## src/rtl/alt_ddrx_refresh_timer.sv

```systemverilog
// rtl/alt_ddrx_refresh_timer.sv - periodic auto-refresh scheduler with owed-refresh accounting
module alt_ddrx_refresh_timer #(
    parameter int MEM_IF_TREFI     = 1950,
    parameter int INIT_DELAY       = 64,
    parameter int MAX_PENDING      = 8,
    parameter int URGENT_THRESHOLD = 6,
    parameter int CNT_WIDTH        = 16
) (
    input  logic       ctl_clk,
    input  logic       ctl_reset_n,
    input  logic       ctl_cal_success,
    input  logic       local_refresh_req,
    input  logic       refresh_ack,
    output logic       refresh_req,
    output logic       refresh_urgent,
    output logic [3:0] refresh_pending,
    output logic       refresh_overflow,
    output logic       timer_active
);

    typedef enum logic [1:0] {
        S_IDLE   = 2'd0,
        S_INIT   = 2'd1,
        S_ACTIVE = 2'd2
    } state_t;

    localparam logic [CNT_WIDTH-1:0] TREFI_RELOAD = CNT_WIDTH'(MEM_IF_TREFI - 1);
    localparam logic [CNT_WIDTH-1:0] INIT_RELOAD  = CNT_WIDTH'((INIT_DELAY > 0) ? INIT_DELAY - 1 : 0);
    localparam logic [4:0]           MAX_P        = 5'(MAX_PENDING);
    localparam logic [3:0]           URGENT_P     = 4'(URGENT_THRESHOLD);

    state_t               state, state_nxt;
    logic [CNT_WIDTH-1:0] cnt, cnt_nxt;
    logic [3:0]           pend_nxt;
    logic                 ovf_nxt;
    logic                 tick;
    logic [4:0]           sum;

    // Next-state, interval counter and owed-refresh arithmetic with saturation
    always_comb begin
        state_nxt = state;
        cnt_nxt   = cnt;
        pend_nxt  = refresh_pending;
        ovf_nxt   = refresh_overflow;
        tick      = 1'b0;
        sum       = 5'd0;
        case (state)
            S_IDLE: begin
                cnt_nxt  = '0;
                pend_nxt = 4'd0;
                if (ctl_cal_success) begin
                    if (INIT_DELAY == 0) begin
                        state_nxt = S_ACTIVE;
                        cnt_nxt   = TREFI_RELOAD;
                    end else begin
                        state_nxt = S_INIT;
                        cnt_nxt   = INIT_RELOAD;
                    end
                end
            end
            S_INIT: begin
                if (!ctl_cal_success) begin
                    state_nxt = S_IDLE;
                    cnt_nxt   = '0;
                    pend_nxt  = 4'd0;
                end else if (cnt == '0) begin
                    state_nxt = S_ACTIVE;
                    cnt_nxt   = TREFI_RELOAD;
                end else begin
                    cnt_nxt = cnt - 1'b1;
                end
            end
            S_ACTIVE: begin
                if (!ctl_cal_success) begin
                    state_nxt = S_IDLE;
                    cnt_nxt   = '0;
                    pend_nxt  = 4'd0;
                end else begin
                    // Reload on the tick edge itself so the period is exactly MEM_IF_TREFI
                    tick    = (cnt == '0);
                    cnt_nxt = tick ? TREFI_RELOAD : cnt - 1'b1;
                    sum     = {1'b0, refresh_pending} + 5'(tick) + 5'(local_refresh_req)
                              - 5'(refresh_ack && (refresh_pending != 4'd0));
                    if (sum > MAX_P) begin
                        pend_nxt = MAX_P[3:0];
                        ovf_nxt  = 1'b1;
                    end else begin
                        pend_nxt = sum[3:0];
                    end
                end
            end
            default: begin
                state_nxt = S_IDLE;
                cnt_nxt   = '0;
                pend_nxt  = 4'd0;
            end
        endcase
    end

    // State, counter and registered outputs, all derived from the next-state values
    always_ff @(posedge ctl_clk) begin
        if (!ctl_reset_n) begin
            state            <= S_IDLE;
            cnt              <= '0;
            refresh_pending  <= 4'd0;
            refresh_overflow <= 1'b0;
            refresh_req      <= 1'b0;
            refresh_urgent   <= 1'b0;
            timer_active     <= 1'b0;
        end else begin
            state            <= state_nxt;
            cnt              <= cnt_nxt;
            refresh_pending  <= pend_nxt;
            refresh_overflow <= ovf_nxt;
            refresh_req      <= (pend_nxt != 4'd0);
            refresh_urgent   <= (pend_nxt >= URGENT_P);
            timer_active     <= (state_nxt == S_ACTIVE);
        end
    end

endmodule

```

## config.mk

```make
export PLATFORM = sky130hd
export DESIGN_NAME = alt_ddrx_refresh_timer
export DESIGN_NICKNAME = d
export VERILOG_FILES = /design/src/rtl/alt_ddrx_refresh_timer.sv
export SDC_FILE = /design/constraint.sdc
export NUM_CORES = 1
export LEC_CHECK = 0
export ABC_AREA = 1
export BUFFER_PORTS_ARGS = -buffer_cell sky130_fd_sc_hd__buf_2
export CAP_MARGIN = 20
export CORE_ASPECT_RATIO = 0.8
export CORE_UTILIZATION = 33
export DETAILED_ROUTE_END_ITERATION = 12
export PLACE_DENSITY = 0.63
export SYNTH_ARGS = -nofsm -noshare
export SYNTH_HDL_FRONTEND = slang
export SYNTH_SLANG_ARGS = --single-unit
export TNS_END_PERCENT = 100
```

## constraint.sdc

```tcl
create_clock -name ctl_clk -period 3.1 [get_ports ctl_clk]
set_input_delay 0.62 -clock ctl_clk [delete_from_list [all_inputs] [get_ports ctl_clk]]
set_output_delay 0.62 -clock ctl_clk [all_outputs]
set_load 0.02 [all_outputs]
```

==> results list, run 1 <==
* FP Rows: 22
- During placement, the flow inserted port buffers numbering 12.
* Clock Pin Slew Worst Setup and Hold Paths: 0.09 ns
* Crit path max fanout: 4
- The worst-case IR drop observed on VDD is 383 µV.
* Number of max-cap violations: 0
- Synth cell types: 28
- Summing the sequential cell areas from Yosys gives 33.1% of the chip area.
- In this run the mean area of a mapped cell was 7.39 µm².
- FF-to-FF setup slack: 0.07 ns
- The worst hold path belongs to the class reg2reg.
* Max Fclk: 331 MHz
* Share of layout cells above drive strength 1: 25.7%
- Routability-driven placement finished with a final weighted congestion of 0.817.
- Synth-to-layout area growth: 18.7%
* Cell count after synthesis: 213
- Die width: 79.2 µm
* Area of the multi-input gates: 960 µm²
* WL per Instance: 10.0 µm
- Setup repair after global routing could not meet its margin everywhere.
* Setup crit end kind: flip-flop
* Starting density of the core: 34.2%
* Initial drt markers: 33
- Placement-stage cell area: 1770 µm²
- Most instantiated flip-flop cell in the synthesis netlist: dfxtp_1
- Pins over their slew limit: 0
- Number of vias in the routed layout: 1,322
- Power per cell area: 420 nW/µm²
- In this run the most critical hold path is launched from refresh_overflow.
- Area taken by flip-flops and latches: 523 µm²
- The worst setup path is launched from a flip-flop.
* Worst flop-to-flop path startpoint: refresh_pending[3]
- Net count of the finished layout: 256
* CTS tree: built
- Worst slew margin relative to its limit: 63.2%
- Global-route wire length before repair: 5.20 mm
- Yosys warning total: 0
* Yosys reg bits: 26
- At the worst endpoint, the arrival time is 3.24 ns.
* Num ports: 13
- Worst Tran Pin Value: 0.546 ns
* Final-layout setup total negative slack: 0 ns
* Setup violators final: 0
- After routing the design area is 1870 µm².
- Clock tree synthesis found a total of 26 sinks.
- Global-route congestion overflow total: 0
* Root Driver: clkbuf_8
- Min cycle time layout: 3.03 ns
- Worst EP required: 3.32 ns
- Run status: completed
- Sink of the worst hold path: refresh_overflow
- Terminus of the critical flop-to-flop path: refresh_urgent
- Pin count of the biggest net entering global routing: 15
- Number of flops mapped to enable cells by yosys: 0
* Antenna violations before repair: 0
* Fraction of the cycle the final worst path needs: 97.6%
* Die extent in y: 63.8 µm
- DR vias/cell: 4.45
- Routed wire length: 2.98 mm
- The number of cells on the worst reg-to-reg path is 22.
- Pleak: 0.000917 µW
- Fill cells in the final layout number 466.
- Total routing usage reported by global routing: 12.9%
* Full die area: 5050 µm²
- The number of hold violations in the final report came to 0.
* Ant. Diodes: 0
- Remaining design rule violation count: 0
* Hold depth: 1
- Of all flip-flops after synthesis, the portion carrying an async set or reset was 0%.
* Category of the most critical setup path: reg2reg
- Detailed-router iteration count before antenna repair: 4
- Standard cell core area: 4600 µm²
* H-Tree Level Count: 1
- Number of nets produced by synthesis: 231
- Source-to-sink clock delay at the later pin of the worst-skew pair: 0.27 ns
* Netlist area before placement: 1570 µm²
- The detail route stage leaves a number of antenna-violating nets equal to 0.
* Layout Skew: 0.00269 ns
- The clock passes through at most 2 buffers.
- Cts bufs inserted: 3
- Detailed placement finished with a half-perimeter wire length of 2.38 mm.
- The number of global-route vias before repair was 1,187.
==> logic make-up (layout without fill, tap and decap cells) <==
group                      count (synthesis)  after routing  share of synthesized area, %
adders and majority gates                 13             13                          10.8
AOI/OAI and AO/OA                         25             25                          9.30
buffers and inverters                     36             60                          8.59
xor gates and xnor gates                   9              9                          6.20
DFF                                       26             26                          33.1
and+or+nand+nor                          104            104                          32.0
==> stage by stage <==
step,utilization [%],hold WS (ns),cells,setup slack [ns],total power [µW]
floorplan,-,0.464,213,0.0181,519
global placement,38.4,0.445,292,-0.0558,564
detailed placement,38.4,0.456,292,-0.110,565
CTS,39.6,0.478,296,0.00625,786
global route,40.6,0.522,297,-0.191,841
finish,40.6,0.477,297,0.0745,785
==> Yosys cell counts, drive strengths merged (2+ instances only) <==
master	number	area (µm²)
nand4	2	12.5
ha	12	150
nand3	9	55.1
dfxtp	26	521
nor2	34	165
nor3	6	30.0
inv	36	135
xor2	7	80.1
a21oi	7	35.0
xnor2	2	17.5
a31oi	3	18.8
o21a	2	15.0
o31ai	2	15.0
nand2	50	220
o21ai	10	53.8
==> state kept, by name, summed over array words and instances (netlist names) <==
signal            cells
cnt                  16
refresh_overflow      1
refresh_pending       4
refresh_req           1
refresh_urgent        1
state                 2
timer_active          1
==> power by group <==
group | total, µW | leakage [µW] | switching, µW | internal, µW
clock network | 219 | 0.0000288 | 105 | 114
logic | 203 | 0.000676 | 126 | 77.5
registers | 363 | 0.000212 | 13.4 | 349
==> timing repair <==
item | in CTS | in global routing
setup endpoints to repair | 0 | 6
setup buffers | 0 | 1
hold buffers | 0 | 0
hold endpoints to repair | 0 | 0
resized for setup | 0 | 13
==> metal layers <==
metal,up-vias,GRT usage (%),wire length (µm)
met2,19,19.1,1200
met3,2,2.57,113
li1,714,-,-
met1,587,19.4,1660
met4,0,2.05,17
met5,-,0,0
==> final cells by class <==
cell class,instances,area share (%)
Multi-Input combinational cell,151,51.4
Sequential cell,26,28.0
Tap cell,60,4.02
Clock buffer,4,2.95
Timing Repair Buffer,20,6.43
Inverter,36,7.23
==> placed cells by master, fill, tap and decap left out, types with 2 or more instances in the layout <==
cell type and instances:
ha_4 2, xor2_1 6, buf_4 8, xnor2_1 2, a31oi_1 3, nand4_1 2
nand3_2 2, nand2_2 13, buf_2 12, dfxtp_1 24, a21oi_1 6, o21a_1 2
inv_1 31, nor3_1 6, nor2_4 4, ha_1 10, o31ai_1 2, nand2_1 36
nand3_1 7, inv_2 5, clkbuf_8 4, o21ai_0 9, nor2_1 26, dfxtp_2 2
nor2_2 4
==> worst max path at each step <==
stage	slack, ns	from	end
6_report	0.07	refresh_pending[3]	refresh_urgent
5_1_grt	-0.19	refresh_pending[3]	refresh_req
4_1_cts	0.006	refresh_pending[3]	refresh_req
3_5_place_dp	-0.11	refresh_ack	refresh_req
3_3_place_gp	-0.06	refresh_ack	refresh_req
2_1_floorplan	0.02	refresh_pending[3]	refresh_req
==> critical path: stages (launching register included) <==
cell and delay (ns):
dfxtp_2 0.35, inv_2 0.05, ha_4 0.15, a31oi_1 0.17
ha_1 0.26, inv_1 0.07, nand3_2 0.08, nand2_2 0.07
inv_2 0.04, ha_4 0.15, inv_2 0.04, nand2_2 0.05
fa_2 0.38, a21oi_2 0.14, nor2_1 0.06, nor2_2 0.21
xor2_4 0.20, nand2_2 0.09, o21ai_2 0.13, nand2_2 0.08
nor2_4 0.10, nand2_2 0.06, nand2_2 0.05
No activity file was read; power rests on OpenSTA's default activity.
==> run 2, diff against run 1 <==
- CELL_PAD_IN_SITES_DETAIL_PLACEMENT: not set -> 1
- CELL_PAD_IN_SITES_GLOBAL_PLACEMENT: not set -> 2
- CORE_UTILIZATION: 33 -> 31
- PLACE_DENSITY: 0.63 -> 0.87
==> run 2 against run 1 <==
- die area up 6.3%
- clock-buffer cell count fell by 1
- setup slack got worse by 0.0027 ns
- wire length is 29% higher
- critical endpoint is now refresh_req
- highest routed layer unchanged
- power rose by 9.1%
==> results list, run 2 (synthesis results as in run 1) <==
- STA classifies the critical path startpoint as a flip-flop.
- Largest register FFs: 16 (unchanged)
- Place WS: -0.172 ns (-0.0622 ns)
* H-Tree Level Count: 1 (unchanged)
- TritonCTS built the clock tree.
- DR vias/cell: 4.69 (+5.4%)
* Share of layout cells above drive strength 1: 30.3% (+4.6 points)
- Portion of total power attributed to the clock network: 33.2% (+5.3 points)
* Full die area: 5370 µm² (+6.3%)
- Net Sw Power: 256 µW (+4.8%)
- The worst hold margin is 0.486 ns (+0.00852 ns).
- The relative contribution of combinational cells to total power was 24.4% (-1.5 points).
- Routed wire length: 3.83 mm (+29%)
- Global-route wire length before repair: 6.55 mm (+26%)
- The overall overflow remaining after global route is 0 (unchanged).
- Remaining design rule violation count: 0 (unchanged)
- Relative contribution of sequential cells to total power: 42.4% (-3.8 points)
* WL per Instance: 12.6 µm (+26%)
- Min cycle time layout: 3.03 ns (+0.00273 ns)
* Total routing usage reported by global routing: 16.1% (+3.2 points)
- Vias in the first global route: 1,424 (+20%)
- The sink count of the clock tree is 26 (unchanged).
- Cell count after placement: 295 (+1.0%)
- The internal portion of total power is 600 µW (+11%).
* Category of the most critical setup path: reg2reg
- Fillcell total: 605 (+30%)
* Ant. Diodes: 0 (unchanged)
- Die width: 81.7 µm (+3.1%)
* Power per cell area: 434 nW/µm² (+3.2%)
- The total power draw was 856 µW (+9.1%).
- The number of buffers created by CTS came to 3 (unchanged).
- Number of max-cap violations: 0 (unchanged)
* Setup repair after global routing missed its margin: true
- Root Driver: clkbuf_8
- Num ports: 13 (unchanged)
- Hold_buf cts: 0 (unchanged)
* Number of vias in the routed layout: 1,426 (+7.9%)
* Pins over their slew limit: 0 (unchanged)
* Pin count of the biggest net entering global routing: 16 (+1)
* Run status: completed
- Detailed-router iteration count before antenna repair: 4 (unchanged)
* Starting density of the core: 33.2% (-1.0 points)
* Register ranked first by flip-flop count: cnt
* Highest-count cells in the layout ignoring fill and taps: nand2_1, inv_1, nor2_1
- Synth-to-layout area growth: 25.4%
* FP Rows: 22 (unchanged)
- The slack of the critical path came to 0.0718 ns (-0.00273 ns).
- The leakage power is 0.000960 µW (+4.8%).
- Max Fclk: 330 MHz (about the same)
- The data required time at the worst endpoint came to 3.32 ns (about the same).
* Area taken by flip-flops and latches: 523 µm² (unchanged)
- The largest registers in the layout are cnt: 16 flops, refresh_pending: 4 flops, state: 2 flops.
- CTS max path bufs: 2 (unchanged)
- Initial drt markers: 37 (+12%)
- The total setup violations reported at the end of the flow is 0 (unchanged).
- Fraction of the cycle the final worst path needs: 97.7% (about the same)
- Switch share: 29.9% (-1.2 points)
- The slew at the pin closest to its max-slew limit was 0.485 ns (-0.0618 ns).
- Post-route non-filler standard cell count: 304 (+2.4%)
- Worst voltage drop across the vdd grid: 235 µV (-39%)
- The final layout net count was 263 (+2.7%).
- Source-to-sink clock delay at the later pin of the worst-skew pair: 0.27 ns (about the same)
- Die extent in y: 65.7 µm (+3.1%)
- The worst-path maximum fanout came to 3 (-1).
- Setup crit end kind: flip-flop
- HP Class: reg2reg
* Layout Skew: 0.0111 ns (+0.00842 ns)
- The post-route antenna net violation count is 0 (unchanged).
* Arrival time worst endpoint: 3.25 ns (about the same)
- The worst slew margin relative to its limit came to 67.4% (+4.2 points).
- The total half-perimeter wirelength after legalization and detailed placement was 2.97 mm (+25%).
* Clock Pin Slew Worst Setup and Hold Paths: 0.10 ns (about the same)
- Standard cell core area: 4730 µm² (+3.0%)
- The number of antenna violations at the first check in global routing was 0 (unchanged).
- The number of buffers added on ports is 12 (unchanged).
* Final Hold Fails: 0 (unchanged)
- Final RePlAce weighted congestion: 0.777 (-4.8%)
* Most common cell after layout, fill and taps aside: nand2_1
- The area taken by multi-input logic gates came to 993 µm² (+3.5%).
-- run 2: cell types whose count changed in the layout (fill, tap and decap cells not counted), sizes merged --
cell	change
buf	+7
bufinv	+1
clkbuf	-1
-- run 2: layer usage --
metal,global-route usage [%],share of wire [%],wire length [µm]
met1,23.5,54,2070
met2,24.3,43,1640
met3,3.47,2.5,97
met4,2.63,0.57,22
met5,0,0,0
-- run 2: repair_timing --
action | CTS | global route
endpoints found under the hold margin | 0 | 0
endpoints found under the setup margin | 3 | 7
pin swaps | 12 | 16
gates resized for setup | 6 | 15
buffers inserted | 3 | 2
-- run 2: through the flow --
step	TNS [ns]	area (µm²)	utilization (%)
finish	0	1970	41.7
global route	-0.520	1970	41.7
CTS	0	1900	40.2
detailed placement	-0.515	1790	37.8
global placement	-0.141	1790	37.8
floorplan	0	1580	-
-- run 2: cell type report --
type / instances / area share [%]
Clock buffer: 3 / 2.09
Clock inverter: 1 / 1.52
Inverter: 36 / 6.84
Multi-Input combinational cell: 151 / 50.3
Sequential cell: 26 / 26.5
Tap cell: 60 / 3.80
Timing Repair Buffer: 27 / 8.94
-- run 2: worst paths after layout --
kind,startpoint,end,slack (ns),cells past startpoint
hold reg to reg,refresh_overflow,refresh_overflow,0.49,1
hold / removal,refresh_overflow,refresh_overflow,0.49,1
setup / recovery,refresh_pending[3],refresh_req,0.07,23
setup reg to reg,refresh_pending[3],refresh_req,0.07,23
-- run 2: power groups by stage --
stage / logic (µW) / registers (µW) / clock network (µW)
global route: 241 / 365 / 303
floorplan: 151 / 369 / 0
global placement: 197 / 370 / 0
detailed placement: 202 / 371 / 0
finish: 209 / 363 / 284
CTS: 205 / 363 / 290
-- run 2: worst max-delay path, stage by stage (launching register included) --
cell	delay [ns]
dfxtp_2	0.36
inv_2	0.06
ha_4	0.15
a31oi_1	0.16
ha_1	0.27
inv_2	0.06
nand3_2	0.08
nand2_1	0.07
inv_1	0.04
ha_2	0.16
inv_2	0.05
nand2_2	0.06
fa_2	0.36
buf_6	0.14
xor2_4	0.18
nor3_2	0.20
inv_1	0.08
nand3_2	0.09
nand3_2	0.07
nand2_2	0.10
nand2_2	0.05
nand2_1	0.06
nor2_1	0.04
nor2_1	0.07
